File: src/rtl/l2_cache_pkg.sv
// Shared L2 cache definitions used by the eviction write buffer drain path.
//
// Contents:
//   ewb_drain_state_t  drain controller FSM states
//   LINE_W             width of one cache line (bits)
//   BURST_W            width of one pmem beat (bits)
//   OFFSET_W           byte-offset bits within a line, zeroed on pmem addresses
package l2_cache_pkg;

  typedef enum logic [1:0] {
    IDLE,
    HOLD,
    BURST,
    DONE
  } ewb_drain_state_t;

  localparam int LINE_W   = 256;
  localparam int BURST_W  = 64;
  localparam int OFFSET_W = 5;

endpackage

File: src/rtl/ewb_beat_mux.sv
// Combinational beat select: picks the 64-bit slice of a latched line that
// corresponds to the current burst beat. Beat 0 is the least significant slice.
//
// Ports:
//   line_i       latched cache line
//   beat_i       current beat index
//   beat_data_o  selected beat data
module ewb_beat_mux
  import l2_cache_pkg::*;
#(
  parameter int BEATS = 4
) (
  input  logic [BEATS*BURST_W-1:0] line_i,
  input  logic [$clog2(BEATS)-1:0] beat_i,
  output logic [BURST_W-1:0]       beat_data_o
);

  assign beat_data_o = line_i[beat_i*BURST_W +: BURST_W];

endmodule

File: src/rtl/ewb_drain_controller.sv
// Read-side partner of the L2 eviction write buffer. Waits for the EWB to hold
// a dirty line, gives pending miss reads a chance at the pmem port, then
// writes the line out as a BEATS-long burst and pulses ewb_empty_o once.
// A started burst is never abandoned; busy_o stalls the read arbiter meanwhile.
//
// Configuration macro: EWB_EAGER_DRAIN_EN
//   undefined: the line must stay eligible through a HOLD window of HOLDOFF
//              cycles before the burst starts, letting back-to-back miss
//              reads slip past a freshly loaded EWB.
//   defined:   no HOLD window; the burst starts on the first eligible cycle.
//
// Ports:
//   clk, rst         clock, asynchronous active-high reset
//   ewb_full_i       EWB holds a valid line
//   ewb_wdata_i      line held by the EWB
//   ewb_address_i    line address held by the EWB
//   ewb_empty_o      one-cycle pulse telling the EWB to clear
//   read_pending_i   an L2 miss read wants the pmem port
//   busy_o           drain burst in progress
//   pmem_write_o     pmem write request
//   pmem_address_o   line-aligned pmem address
//   pmem_burst_o     current beat data
//   pmem_resp_i      pmem accepted the current beat
module ewb_drain_controller
  import l2_cache_pkg::*;
#(
  parameter int BEATS   = 4,
  parameter int HOLDOFF = 4
) (
  input  logic                clk,
  input  logic                rst,
  input  logic                ewb_full_i,
  input  logic [LINE_W-1:0]   ewb_wdata_i,
  input  logic [31:0]         ewb_address_i,
  output logic                ewb_empty_o,
  input  logic                read_pending_i,
  output logic                busy_o,
  output logic                pmem_write_o,
  output logic [31:0]         pmem_address_o,
  output logic [BURST_W-1:0]  pmem_burst_o,
  input  logic                pmem_resp_i
);

  localparam int BEAT_W = $clog2(BEATS);
  localparam int HOLD_W = (HOLDOFF > 1) ? $clog2(HOLDOFF) : 1;

  ewb_drain_state_t       state_q;
  logic [BEAT_W-1:0]      beat_q;
  logic                   write_q;
  logic                   busy_q;
  logic                   empty_q;
  logic [31:OFFSET_W]     addr_q;
  logic [LINE_W-1:0]      line_q;
`ifndef EWB_EAGER_DRAIN_EN
  logic [HOLD_W-1:0]      hold_q;
`endif

  // The low offset bits never reach pmem; HOLDOFF only matters without the
  // eager build. Both are folded here so they are visibly intentional.
  logic unusedBits;
  assign unusedBits = ^{ewb_address_i[OFFSET_W-1:0], HOLDOFF[0]};

  logic eligible;
  assign eligible = ewb_full_i & ~read_pending_i;

  // Drain FSM with registered outputs. Entering BURST snapshots the line and
  // address so the EWB contents may change without disturbing the burst.
  always_ff @(posedge clk or posedge rst) begin
    if (rst) begin
      state_q <= IDLE;
      beat_q  <= '0;
      write_q <= 1'b0;
      busy_q  <= 1'b0;
      empty_q <= 1'b0;
      addr_q  <= '0;
      line_q  <= '0;
`ifndef EWB_EAGER_DRAIN_EN
      hold_q  <= '0;
`endif
    end else begin
      case (state_q)
        IDLE: begin
          if (eligible) begin
`ifdef EWB_EAGER_DRAIN_EN
            state_q <= BURST;
            beat_q  <= '0;
            write_q <= 1'b1;
            busy_q  <= 1'b1;
            addr_q  <= ewb_address_i[31:OFFSET_W];
            line_q  <= ewb_wdata_i;
`else
            state_q <= HOLD;
            hold_q  <= '0;
`endif
          end
        end
`ifndef EWB_EAGER_DRAIN_EN
        // Any read request or a vanished line restarts the holdoff window.
        HOLD: begin
          if (!eligible) begin
            state_q <= IDLE;
            hold_q  <= '0;
          end else if (hold_q == HOLD_W'(HOLDOFF - 1)) begin
            state_q <= BURST;
            hold_q  <= '0;
            beat_q  <= '0;
            write_q <= 1'b1;
            busy_q  <= 1'b1;
            addr_q  <= ewb_address_i[31:OFFSET_W];
            line_q  <= ewb_wdata_i;
          end else begin
            hold_q  <= hold_q + 1'b1;
          end
        end
`endif
        // read_pending_i is deliberately ignored here; busy_o stalls reads.
        BURST: begin
          if (pmem_resp_i) begin
            if (beat_q == BEAT_W'(BEATS - 1)) begin
              state_q <= DONE;
              beat_q  <= '0;
              write_q <= 1'b0;
              busy_q  <= 1'b0;
              empty_q <= 1'b1;
            end else begin
              beat_q  <= beat_q + 1'b1;
            end
          end
        end
        DONE: begin
          state_q <= IDLE;
          empty_q <= 1'b0;
        end
        default: begin
          state_q <= IDLE;
        end
      endcase
    end
  end

  ewb_beat_mux #(
    .BEATS(BEATS)
  ) u_beat_mux (
    .line_i      (line_q),
    .beat_i      (beat_q),
    .beat_data_o (pmem_burst_o)
  );

  assign pmem_write_o   = write_q;
  assign busy_o         = busy_q;
  assign ewb_empty_o    = empty_q;
  assign pmem_address_o = {addr_q, {OFFSET_W{1'b0}}};

  // The burst runs from its snapshot, but the EWB dropping its line mid-burst
  // means some other agent broke the handshake.
  ewbFullHeldInBurst: assert property (
    @(posedge clk) disable iff (rst) (state_q == BURST) |-> ewb_full_i
  ) else $error("ewb_full_i dropped during a drain burst");

endmodule

File: config.mk
export PLATFORM = sky130hd
export DESIGN_NAME = ewb_drain_controller
export DESIGN_NICKNAME = d
export VERILOG_FILES = /design/src/rtl/l2_cache_pkg.sv /design/src/rtl/ewb_beat_mux.sv /design/src/rtl/ewb_drain_controller.sv
export SDC_FILE = /design/constraint.sdc
export NUM_CORES = 1
export LEC_CHECK = 0
export BUFFER_PORTS_ARGS = -buffer_cell sky130_fd_sc_hd__buf_2
export CAP_MARGIN = 0
export CORE_ASPECT_RATIO = 0.7
export CORE_MARGIN = 2
export CORE_UTILIZATION = 54
export CTS_BUF_LIST = sky130_fd_sc_hd__clkbuf_8
export DETAILED_ROUTE_END_ITERATION = 6
export PLACE_DENSITY = 0.93
export SYNTH_ARGS = -nofsm -noshare
export SYNTH_HDL_FRONTEND = slang
export SYNTH_HIERARCHICAL = 1
export SYNTH_SLANG_ARGS = --single-unit
File: constraint.sdc
create_clock -name clk -period 11.8 [get_ports clk]
set_clock_uncertainty 0.1 [all_clocks]
set_input_delay 1.77 -clock clk [delete_from_list [all_inputs] [get_ports clk]]
set_output_delay 1.77 -clock clk [all_outputs]
set_load 0.05 [all_outputs]
==> results_dict.tcl <==
set metrics [dict create \
    antenna_found_initial 0 \
    synth_warnings 6 \
    grt_usage_pct 23.44 \
    port_buffers 381 \
    period_share_pct 41.32 \
    htreeDepth 2 \
    critical_path_class "register to output pin" \
    reg2reg_depth 4 \
    clkLatencyLatePin_ps 540 \
    slowest_stage "dfrtp_4" \
    grt_max_degree 150 \
    routed_wl_um 31080 \
    syn_inst 718 \
    critical-path-max-stage-delay_ps 840 \
    dpl.hpwl_um 21710 \
    synth_area_um2 13550 \
    initial_core_util_pct 55.03 \
    holdPathEnd "line_q[135]" \
    first_pass_iters 5 \
    ir_drop_mv 0.09594 \
    fin_setup_tns_ps 0 \
    gr-total-overflow 0 \
    worst_slew_margin_rel_pct 19.42 \
    fin_crit_ps 4876 \
    dr_total_vias 7739 \
    hp-start "line_q[135]" \
    crit_chain "buf_4 > mux4_1 > buf_2" \
    whs_path_depth 1 \
    cts_hold_buffers 0 \
    cts_tree "built" \
    root_buffer "clkbuf_8" \
    ant_nets 0 \
    post-cts-setup-buffers 0 \
    drc 0 \
    clock_path_buffers 3 \
    pin_count 392 \
    synth_area_per_cell_um2 18.87 \
    grt_pass1_vias 8697 \
    dieArea_um2 26400 \
    synthToLayoutAreaGrowth_pct 19.75 \
    drive_above_1_share_pct 70.39 \
    cts_buffers 43 \
    seq_area_frac_synth_pct 53.74 \
    nets 1400 \
    hp-class "register to register" \
    post_dp_cell_area_um2 15420 \
    grt_pass1_wl_um 48420 \
    hold_viol 0 \
    cp_top_family "buffers and inverters" \
    cp_num_buf_inv 2 \
    end_kind "output pin" \
    setup_violations 0 \
    max_freq_mhz 205.1 \
    die_h_um 136.5 \
    power_leakage_uw 0.008437 \
    synth_largest_area_cell "dfrtp_1" \
    slew_violations 0 \
    cts-resized-gates 0 \
    total_power_uw 1895 \
    yosys_register_bits 291 \
    rrSetupSlack_ps 8770 \
    fillers 1649 \
    viasPerCell 5.319 \
    start_kind "register" \
    powerDensity_nw_per_um2 116.8 \
    num_rows 48 \
    synthTopCellsByArea "dfrtp_1 54%, mux2_4 26%, mux4_2 10%" \
    drt-initial-drc-count 326 \
    die_w_um 193.3 \
    synth_top_area_share_pct 53.74 \
    outcome "finished clean" \
    core_um2 24620 \
    rsz0062_at_grt "false" \
    synth_cell_types 29 \
    worst_pin_slew_ps 1209 \
    r2r-end "line_q[57]" \
    crit_arrival_ps 3010 \
    cts_sinks 291 \
    cp.required_ps 9930 \
    gp_congestion 0.8039 \
    clkTransAtPathRegs_ps 60 \
    cap_violations 0 \
    final_cell_area_um2 16230 \
    cp_max_fo 37 \
    wl_per_cell_um 21.36 \
]
metrics by stage:
stage | utilization (%) | hold slack, ps | cells | setup WS [ps]
detailed placement | 62.62 | 386.7 | 1384 | 7393
global route | 65.88 | 414.1 | 1453 | 6677
CTS | 65.88 | 404.3 | 1453 | 6795
global placement | 62.62 | 383.0 | 1384 | 7398
finish | 65.90 | 403.9 | 1455 | 6924
floorplan | - | 371.8 | 722 | 1896
metal layers:
metal | GRT usage, % | wire length [um] | up-vias
met1 | 30.05 | 12890 | 3983
met2 | 39.23 | 15360 | 288
li1 | - | - | 3414
met5 | 0 | 0 | -
met4 | 6.446 | 589 | 0
met3 | 7.146 | 2247 | 54
cell usage after synthesis:
| cell type | instances |
|---|---|
| nor2_1 | 1 |
| o22ai_1 | 1 |
| ha_1 | 3 |
| conb_1 | 1 |
| a31oi_1 | 1 |
| clkbuf_2 | 1 |
| and2_1 | 1 |
| mux4_2 | 60 |
| mux4_1 | 4 |
| and4bb_4 | 1 |
| o21a_1 | 1 |
| buf_2 | 10 |
| a22o_1 | 2 |
| nand3b_1 | 1 |
| nand2_1 | 4 |
| dfrtp_1 | 291 |
| o21ai_0 | 2 |
| nor2b_1 | 2 |
| inv_1 | 2 |
| or3_1 | 1 |
| buf_4 | 6 |
| mux2_4 | 237 |
| buf_12 | 6 |
| buf_6 | 29 |
| nand3_1 | 1 |
| a21oi_1 | 1 |
| mux2_2 | 46 |
| o21bai_1 | 1 |
| a21o_1 | 1 |
worst max path at each step:
stage                         start          endpoint  slack, ps  depth (start not counted)
after floorplan                 rst         async pin       1900                          1
after global placement    beat_q[0]  pmem_burst_o[23]       7400                          3
after detailed placement  beat_q[0]  pmem_burst_o[23]       7390                          3
after CTS                 beat_q[0]  pmem_burst_o[23]       6800                          3
after global routing      beat_q[0]  pmem_burst_o[23]       6680                          3
final                     beat_q[0]  pmem_burst_o[27]       6920                          3
layout by cell type (no fill, tap or decap), types with 3 or more instances in the layout:
| master | synthesis | routed |
|---|---|---|
| clkinv_2 | 0 | 5 |
| inv_1 | 2 | 13 |
| mux4_2 | 60 | 60 |
| mux2_4 | 237 | 237 |
| buf_4 | 6 | 7 |
| mux4_1 | 4 | 4 |
| dfrtp_1 | 291 | 289 |
| buf_2 | 10 | 381 |
| nand2_1 | 4 | 4 |
| mux2_2 | 46 | 46 |
| conb_1 | 1 | 5 |
| clkbuf_8 | 0 | 51 |
| ha_1 | 3 | 3 |
where the power goes:
group | switching [uW] | leakage [uW] | internal (uW) | total [uW]
Combinational | 53.3 | 0.00391 | 50.1 | 103
Sequential | 5.85 | 0.00406 | 1010 | 1010
Clock | 371 | 0.000464 | 410 | 781
Total | 430 | 0.00844 | 1470 | 1900
sequential cells by signal (all words and copies together), names as in the netlist, named ones only:
name,count
beat_q,2
busy_o,1
state_q,1
line_q,256
hold_q,2
ewb_empty_o,1
addr_q,27
kinds of logic (layout without fill, tap and decap cells):
| family | Yosys count | after routing | synth area share, % |
|---|---|---|---|
| muxes | 347 | 347 | 40.83 |
| DFF | 291 | 291 | 53.74 |
| buffers and inverters | 54 | 460 | 4.090 |
| and+or+nand+nor | 12 | 12 | 0.5356 |
| AOI/OAI and AO/OA | 10 | 10 | 0.4987 |
| adders and majority gates | 3 | 3 | 0.2770 |
| other | 1 | 7 | 0.02767 |
area by class of cell:
| cell class | count | area, um^2 | area share, % |
|---|---|---|---|
| clock buffer | 51 | 701.9 | 4.326 |
| clock inverter | 18 | 100.1 | 0.6169 |
| antenna | 2 | 5.005 | 0.03084 |
| tap | 325 | 406.6 | 2.506 |
| sequential | 291 | 7287 | 44.91 |
| inverter | 2 | 15.01 | 0.09253 |
| multi-input combinational | 377 | 5732 | 35.32 |
| timing repair buffer | 389 | 1979 | 12.20 |
No activity file was read; power rests on OpenSTA's default activity.
